<file path="src/rtl/jtpopeye_busarb_if.sv">
// jtpopeye_busarb_if: CPU, video DMA and sprite-RAM signals around the bus arbiter
interface jtpopeye_busarb_if;
    logic       cpu_cen, cpu_busy, cpu_we;
    logic [9:0] cpu_addr;
    logic [7:0] cpu_dout;
    logic       busrq_n, busak_n, cpu_hold;
    logic       dma_cs, dma_ovr;
    logic [9:0] AD_DMA, ram_addr;
    logic [7:0] DD_DMA, ram_din, ram_dout;
    logic       ram_we;
    modport slave (
        input  cpu_cen, cpu_busy, cpu_addr, cpu_we, cpu_dout, busrq_n, dma_cs, AD_DMA, ram_dout,
        output busak_n, cpu_hold, DD_DMA, ram_addr, ram_we, ram_din, dma_ovr
    );
    modport master (
        output cpu_cen, cpu_busy, cpu_addr, cpu_we, cpu_dout, busrq_n, dma_cs, AD_DMA, ram_dout,
        input  busak_n, cpu_hold, DD_DMA, ram_addr, ram_we, ram_din, dma_ovr
    );
endinterface

</file>
<file path="src/rtl/jtpopeye_busarb.sv">
// jtpopeye_busarb: grants the sprite-RAM bus to the video DMA and stalls the CPU meanwhile
module jtpopeye_busarb #(
    parameter int HOLD_MAX = 1023
) (
    input  logic             clk,
    input  logic             rst,
    jtpopeye_busarb_if.slave bus
);
    typedef enum logic [1:0] {IDLE, WAIT, GRANT, RELEASE} state_t;
    state_t      state_q, state_d;
    logic        busak_n_q, busak_n_d;
    logic        cpu_hold_q, cpu_hold_d;
    logic        rd_pend_q, rd_pend_d;
    logic        dma_ovr_q, dma_ovr_d;
    logic [7:0]  dd_q, dd_d;
    logic [10:0] cnt_q, cnt_d;
    always_comb begin
        state_d = state_q;
        case (state_q)
            IDLE:    state_d = bus.busrq_n ? IDLE : WAIT;
            WAIT:    state_d = bus.busrq_n ? IDLE : (bus.cpu_cen && !bus.cpu_busy) ? GRANT : WAIT;
            GRANT:   state_d = bus.busrq_n ? RELEASE : GRANT;
            RELEASE: state_d = bus.cpu_cen ? IDLE : RELEASE;
            default: state_d = IDLE;
        endcase
        // handshake outputs are registered images of the next state
        busak_n_d  = state_d != GRANT;
        cpu_hold_d = state_d == GRANT || state_d == RELEASE;
        rd_pend_d  = state_q == GRANT && bus.dma_cs;
        dd_d       = rd_pend_q ? bus.ram_dout : dd_q;
        cnt_d      = state_q != GRANT ? (state_d == GRANT ? 11'd0 : cnt_q)
                   : (cnt_q == 11'h7FF ? cnt_q : cnt_q + 11'd1);
        dma_ovr_d  = dma_ovr_q || (state_q == GRANT && cnt_d == 11'(HOLD_MAX));
    end
    always_ff @(posedge clk) begin
        if (rst) begin
            state_q    <= IDLE;
            busak_n_q  <= 1'b1;
            cpu_hold_q <= 1'b0;
            rd_pend_q  <= 1'b0;
            dma_ovr_q  <= 1'b0;
            dd_q       <= 8'd0;
            cnt_q      <= 11'd0;
        end else begin
            state_q    <= state_d;
            busak_n_q  <= busak_n_d;
            cpu_hold_q <= cpu_hold_d;
            rd_pend_q  <= rd_pend_d;
            dma_ovr_q  <= dma_ovr_d;
            dd_q       <= dd_d;
            cnt_q      <= cnt_d;
        end
    end
    assign bus.busak_n  = busak_n_q;
    assign bus.cpu_hold = cpu_hold_q;
    assign bus.DD_DMA   = dd_q;
    assign bus.dma_ovr  = dma_ovr_q;
    assign bus.ram_addr = state_q == GRANT ? bus.AD_DMA : bus.cpu_addr;
    assign bus.ram_we   = bus.cpu_we && (state_q == IDLE || state_q == WAIT);
    assign bus.ram_din  = bus.cpu_dout;
endmodule

</file>
<file path="src/flat_wrapper.sv">
// flat-port wrapper written by rule: the top's interface ports become plain ports
module jtpopeye_busarb_flat 
#(
    parameter int HOLD_MAX = 1023
)
  (clk, rst, bus_cpu_cen, bus_cpu_busy, bus_cpu_addr, bus_cpu_we, bus_cpu_dout, bus_busrq_n, bus_dma_cs, bus_AD_DMA, bus_ram_dout, bus_busak_n, bus_cpu_hold, bus_DD_DMA, bus_ram_addr, bus_ram_we, bus_ram_din, bus_dma_ovr);
  jtpopeye_busarb_if bus_i ();
  input  logic clk;
  input  logic rst;
  input wire logic [$bits(bus_i.cpu_cen)-1:0] bus_cpu_cen;
  input wire logic [$bits(bus_i.cpu_busy)-1:0] bus_cpu_busy;
  input wire logic [$bits(bus_i.cpu_addr)-1:0] bus_cpu_addr;
  input wire logic [$bits(bus_i.cpu_we)-1:0] bus_cpu_we;
  input wire logic [$bits(bus_i.cpu_dout)-1:0] bus_cpu_dout;
  input wire logic [$bits(bus_i.busrq_n)-1:0] bus_busrq_n;
  input wire logic [$bits(bus_i.dma_cs)-1:0] bus_dma_cs;
  input wire logic [$bits(bus_i.AD_DMA)-1:0] bus_AD_DMA;
  input wire logic [$bits(bus_i.ram_dout)-1:0] bus_ram_dout;
  output wire logic [$bits(bus_i.busak_n)-1:0] bus_busak_n;
  output wire logic [$bits(bus_i.cpu_hold)-1:0] bus_cpu_hold;
  output wire logic [$bits(bus_i.DD_DMA)-1:0] bus_DD_DMA;
  output wire logic [$bits(bus_i.ram_addr)-1:0] bus_ram_addr;
  output wire logic [$bits(bus_i.ram_we)-1:0] bus_ram_we;
  output wire logic [$bits(bus_i.ram_din)-1:0] bus_ram_din;
  output wire logic [$bits(bus_i.dma_ovr)-1:0] bus_dma_ovr;
  assign bus_i.cpu_cen = bus_cpu_cen;
  assign bus_i.cpu_busy = bus_cpu_busy;
  assign bus_i.cpu_addr = bus_cpu_addr;
  assign bus_i.cpu_we = bus_cpu_we;
  assign bus_i.cpu_dout = bus_cpu_dout;
  assign bus_i.busrq_n = bus_busrq_n;
  assign bus_i.dma_cs = bus_dma_cs;
  assign bus_i.AD_DMA = bus_AD_DMA;
  assign bus_i.ram_dout = bus_ram_dout;
  assign bus_busak_n = bus_i.busak_n;
  assign bus_cpu_hold = bus_i.cpu_hold;
  assign bus_DD_DMA = bus_i.DD_DMA;
  assign bus_ram_addr = bus_i.ram_addr;
  assign bus_ram_we = bus_i.ram_we;
  assign bus_ram_din = bus_i.ram_din;
  assign bus_dma_ovr = bus_i.dma_ovr;
  jtpopeye_busarb #(.HOLD_MAX(HOLD_MAX)) u_core (.clk(clk), .rst(rst), .bus(bus_i));
endmodule
</file>
<file path="config.mk">
export PLATFORM = sky130hd
export DESIGN_NAME = jtpopeye_busarb_flat
export DESIGN_NICKNAME = d
export VERILOG_FILES = /design/src/rtl/jtpopeye_busarb_if.sv /design/src/rtl/jtpopeye_busarb.sv /design/src/flat_wrapper.sv
export SDC_FILE = /design/constraint.sdc
export NUM_CORES = 1
export LEC_CHECK = 0
export ABC_AREA = 1
export BUFFER_PORTS_ARGS = -buffer_cell sky130_fd_sc_hd__clkbuf_2
export CELL_PAD_IN_SITES_DETAIL_PLACEMENT = 1
export CELL_PAD_IN_SITES_GLOBAL_PLACEMENT = 1
export CORE_MARGIN = 3
export CORE_UTILIZATION = 30
export CTS_BUF_LIST = sky130_fd_sc_hd__clkbuf_4
export DETAILED_ROUTE_END_ITERATION = 10
export PLACE_DENSITY_LB_ADDON = 0.1
export SYNTH_ARGS = -nofsm -noshare
export SYNTH_HDL_FRONTEND = slang
export SYNTH_SLANG_ARGS = --single-unit
</file>
<file path="constraint.sdc">
create_clock -name clk -period 2.1 [get_ports clk]
set_input_delay 0.42 -clock clk [delete_from_list [all_inputs] [get_ports clk]]
set_output_delay 0.42 -clock clk [all_outputs]
set_load 0.005 [all_outputs]
</file>
==> metrics, run 1 <==
run status complete, no violations; Worst Path Max Fanout 19; maximum clock rate 0.521 GHz; Total GRT Usage 16.3%; Hold Startpoint bus_dma_cs; # DRC 0; total CTS buffers 3; vias 1513; CP Data Arrival Time 1.50 ns; Hold Path Depth 3; Hold EP u_core.rd_pend_q; pwr dens 519 nW/um^2; H-tree level count 1; RSZ-0062 raised after global routing no; share of cells above drive strength 1 27.8%; top layer used by detailed routing met4; clk buf depth 2; CTS tree built; Max-cap violations 0; Tcrit/Tclk final 91.4%; first-pass GRT wire length 7060 um; RR Startpoint u_core.cnt_q[1]; final wirelength 4060 um; clk_lat worst skew 0.33 ns; Clk pwr share 38.2%; Hold Violations, Final 0; wl on met1 1870 um; io pins 73; die area 5460 sq um; Synth area leaders dfxtp_1, nand2_1, nor2_1; skew final 0.00705 ns; die height 73.9 um; CP startpoint kind flip-flop; Pint 0.000701 W; Slew headroom 80.6%; synthesis-stage register bit count 24; Tot Pwr 0.000907 W; worst vdd ir 0.000244 V; Num Clock Sinks 24; CP required 1.68 ns; sequential share of power 51.3%; Primary FF master, synth dfxtp_1; WP buf/inv 3; Initial Util 31.3%; Layout Area Growth over Synthesis 26.5%; combinational power share 10.5%; pin count of the biggest net entering global routing 20; Switching Share 22.8%; leakage power 0.831 nW; Yosys warnings 0; Remaining Overflow, GRT 0; Port Buffers 56; Crit. End Element primary output; Final GP Congestion 0.760; initial antenna violation count 0; row cnt 24; Setup violations, final 0; clock slew at reported path FFs 0.15 ns; total core area 4410 sq um; final setup TNS 0 ns; actual slew at the worst max-slew pin 0.289 ns; Synth cell types 21; routed len/inst 12.5 um; Avg Inst Size Synth 6.26 sq um; Syn Inst Count 221; Critical Path Max Stage Delay 0.43 ns; dominant cell by count in the synthesized netlist nand2_1; Most Frequent Cell on Critical Path nand2_1; max-slew violations 0; Final Util 39.6%; Synthesized Nets 265; synth cell count leaders nand2_1, nor2_1, dfxtp_1, inv_1, nand3_1; Min-Delay Path Class input port to flip-flop; 1st-iter DRT viols 40; FF-to-FF path depth 11; worst r2r dst u_core.bus.dma_ovr; die width 73.9 um; Final #Nets 318; Fin Hold WS 0.308 ns; # hold bufs at CTS 0; vias in the first global route 1560; post-synth top area share 34.8%; Mapped Area 1380 sq um; cell taking the most area after synthesis dfxtp_1; switching pwr 0.000207 W; met2 WL 1880 um; DRT antenna net count 0; sequential share of the synthesized area 34.8%; cell at the slowest stage of the critical path dfxtp_1; post-route minimum period 1.92 ns; CP top delay family buffers and inverters; clock root cell clkbuf_4; ANT cells 0; DP HPWL 3220 um; reg2reg setup slack 0.25 ns; Worst Setup Path Type flip-flop to primary output; critical path cell sequence inv_1 > nor2_4 > buf_4 > nand2_1 > nand2_1 > clkbuf_2; share of async-settable or async-resettable flops after synthesis 0%; number of synthesized flops with an enable pin 0; vias per cell 4.66; Detailed Routing Iterations Pass 1 4; Detail Route met3 WL 279 um
[area by class of cell]
cell class,count,area (sq um)
flip-flops and latches,24,482
multi-input cells,165,748
clock inverters,1,30.0
well taps,52,65.1
inverters,20,78.8
clock buffers,3,22.5
fillers,592,2670
repair buffers,60,323
[metrics by stage]
step | area [sq um] | setup WS, ns | cells
2_1_floorplan | 1380 | 0.518 | 221
3_3_place_gp | 1660 | 0.303 | 319
3_5_place_dp | 1660 | 0.241 | 319
4_1_cts | 1720 | 0.124 | 323
5_1_grt | 1750 | 0.00395 | 325
6_report | 1750 | 0.180 | 325
[worst register-to-register path, cell delays in order, from the launching register on]
cell,delay (ns)
dfxtp_1,0.40
ha_1,0.23
nand2_2,0.10
nor2_4,0.18
nand3_4,0.15
nand2_4,0.12
nand3_1,0.07
o21ai_0,0.12
nand2_1,0.09
nor2_1,0.13
nand3_1,0.10
a21oi_2,0.12
[power groups by stage]
stage	clock network, W	logic (W)	registers [W]
finish	0.000347	0.0000951	0.000466
global route	0.000371	0.000110	0.000467
CTS	0.000358	0.0000949	0.000466
detailed placement	0	0.0000943	0.000476
global placement	0	0.0000931	0.000476
floorplan	0	0.0000498	0.000474
[worst max-delay path by stage]
stage                              from            endpoint  slack (ns)  cells after the start
floorplan               u_core.cnt_q[0]  u_core.bus.dma_ovr        0.52                     11
global placement        u_core.cnt_q[0]  u_core.bus.dma_ovr        0.30                     11
detailed placement      u_core.cnt_q[0]  u_core.bus.dma_ovr        0.24                     11
CTS                 u_core.bus.cpu_hold     bus_ram_addr[0]        0.12                      6
finish              u_core.bus.cpu_hold     bus_ram_addr[6]        0.18                      6
global route            u_core.cnt_q[1]  u_core.bus.dma_ovr       0.004                     11
[cells in the final DEF (no fill, tap or decap), types with 2 or more instances in the layout]
cell       n
nor2_4     3
clkbuf_2  56
a21oi_2    2
nor2_1    47
nand2_2    2
a21oi_1    5
buf_4      3
nand2_1   70
nand4_1    4
inv_1     18
clkbuf_4   3
nand3_1   14
o21ai_0   11
dfxtp_1   23
[sequential cells by signal, summed over array words and instances (netlist names)]
name / flops
u_core.cnt_q: 11
u_core.bus.dma_ovr: 1
u_core.state_q: 1
u_core.bus.cpu_hold: 1
u_core.rd_pend_q: 1
u_core.bus.DD_DMA: 8
u_core.bus.busak_n: 1
[cell families after synthesis]
group           after synthesis  synth area share [%]
simple gates                144                  45.0
buf+inv                      32                  11.1
compound gates               19                  7.60
flops                        24                  34.8
xor+xnor                      1                 0.634
fa+ha+maj                     1                 0.905
[routing by layer]
layer	vias up	GRT usage [%]
li1	783	-
met2	51	27.0
met4	0	2.41
met5	-	0
met3	6	5.34
met1	673	20.9
[what timing repair did]
item | CTS | global route
endpoints found under the setup margin | 0 | 5
gates resized for setup | 0 | 2
buffers inserted | 0 | 2
endpoints found under the hold margin | 0 | 0
Note: power is estimated with default switching activity, not from simulation.
==> run 2: changes to the inputs <==
- CORE_UTILIZATION: 30 -> 29
- CTS_BUF_LIST: sky130_fd_sc_hd__clkbuf_4 -> not set
==> metrics, run 2 (synthesized netlist as in run 1, its figures left out) <==
clock slew at reported path FFs 0.09 ns (-0.06 ns); Total GRT Usage 15.5% (-0.74 points); Layout Area Growth over Synthesis 25.0%; total core area 4470 sq um (+1.4%); io pins 73 (unchanged); RR Startpoint u_core.cnt_q[0]; vias in the first global route 1512 (-3.1%); cts repair resizes 0 (unchanged); share of cells above drive strength 1 26.3% (-1.5 points); post-CTS setup repair buffer count 0 (unchanged); Detailed Routing Iterations Pass 1 4 (unchanged); DRT antenna net count 0 (unchanged); Min-Delay Path Class input port to flip-flop; Placed Instances 318 (-0.31%); worst vdd ir 0.000293 V (+20%); fillers 621 (+4.9%); Num Clock Sinks 24 (unchanged); skew final 0.00561 ns (-0.00143 ns); first-pass GRT wire length 6890 um (-2.4%); clk_lat worst skew 0.27 ns (-0.06 ns); CP required 2.31 ns (+0.63 ns); routed len/inst 12.3 um (-1.2%); most common cell after layout, fill and taps aside nand2_1; initial antenna violation count 0 (unchanged); Max-cap violations 0 (unchanged); Top reg by flops u_core.cnt_q; maximum clock rate 0.525 GHz (+0.87%); pwr dens 558 nW/um^2 (+7.6%); final setup TNS 0 ns (unchanged); Final #Nets 315 (-0.94%); CP Data Arrival Time 2.11 ns (+0.61 ns); Slew headroom 70.2% (-10 points); Tcrit/Tclk final 90.6% (-0.79 points); max-slew violations 0 (unchanged); final wirelength 3980 um (-2.1%); Worst Setup Path Type flip-flop to flip-flop; Layout Cells excl Fill 322 (-0.92%); post-route minimum period 1.90 ns (-0.0166 ns); clock root cell clkbuf_8; leakage power 0.819 nW (-1.4%); run status complete, no violations; max reg flops 11 (unchanged); Worst Path Max Fanout 7 (-12); Hold Violations, Final 0 (unchanged); die width 75.0 um (+1.6%); total CTS buffers 3 (unchanged); H-tree level count 1 (unchanged); clk buf depth 2 (unchanged); Setup violations, final 0 (unchanged); row cnt 24 (unchanged); Initial Util 30.9% (-0.42 points); Remaining Overflow, GRT 0 (unchanged); ANT cells 0 (unchanged); Crit. End Element flip-flop; vias per cell 4.58 (-1.7%); # hold bufs at CTS 0 (unchanged); 1st-iter DRT viols 41 (+2.5%); vias 1474 (-2.6%); Port Buffers 56 (unchanged); actual slew at the worst max-slew pin 0.447 ns (+0.157 ns); RSZ-0062 raised after global routing no; commonest non-fill, non-tap cells in the layout nand2_1, clkbuf_2, nor2_1, dfxtp_1, inv_1; die height 75.0 um (+1.6%); Final GP Congestion 0.738 (-2.9%); pin count of the biggest net entering global routing 20 (unchanged); die area 5630 sq um (+3.2%); Setup crit start u_core.cnt_q[0]; # DRC 0 (unchanged); Hold Startpoint bus_dma_cs; CP startpoint kind flip-flop; CTS tree built; DP HPWL 3220 um (about the same)
## run 2: changes by cell type in the layout (fill, tap and decap cells not counted), sizes merged
cell,delta
buf,-3
inv,+1
clkinvlp,-1
## run 2: final cells by class
cell class,count,area (sq um),area share (%)
clock buffer,3,41.3,2.39
sequential,24,480,27.8
multi-input combinational,165,748,43.3
clock inverter,1,30.0,1.74
inverter,20,75.1,4.34
tap,52,65.1,3.77
timing repair buffer,57,288,16.7
## run 2: worst max-delay path: stages, from the launching register on
cell and delay (ns):
dfxtp_1 0.43, ha_1 0.24, nand2_2 0.10, nor2_4 0.17
nand3_4 0.15, nand2_4 0.12, nand3_1 0.06, o21ai_0 0.11
nand2_1 0.08, nor2_1 0.15, nand3_1 0.11, a21oi_2 0.11
## run 2: worst paths after layout
kind | end | slack, ns | cells after the start
worst min register to register | u_core.bus.dma_ovr | 0.48 | 2
worst max register to register | u_core.bus.dma_ovr | 0.20 | 11
worst max-delay path | u_core.bus.dma_ovr | 0.20 | 11
worst min-delay path | u_core.rd_pend_q | 0.36 | 3
## run 2: power breakdown
part | internal [W] | leakage, nW | total (W) | switching [W]
combinational | 0.0000444 | 0.589 | 0.0000896 | 0.0000452
clock | 0.000255 | 0.0357 | 0.000410 | 0.000156
sequential | 0.000460 | 0.194 | 0.000465 | 0.00000536
## run 2: per-layer routing
layer | vias to the layer above | routed length, um | GRT usage, %
met5 | - | 0 | 0
met4 | 0 | 8 | 1.38
met1 | 651 | 1780 | 19.8
li1 | 778 | - | -
met2 | 43 | 1870 | 26.6
met3 | 2 | 314 | 4.94
## run 2: metrics by stage
step                power, W  worst slack [ns]  util [%]  hold WS, ns  instance area [sq um]
floorplan           0.000524             0.518         -        0.451                   1380
global placement    0.000566             0.285      37.0        0.458                   1660
detailed placement  0.000567             0.187      37.0        0.463                   1660
CTS                 0.000985             0.169      38.6        0.349                   1730
global route         0.00102            0.0219      38.6        0.359                   1730
finish              0.000965             0.197      38.6        0.362                   1730
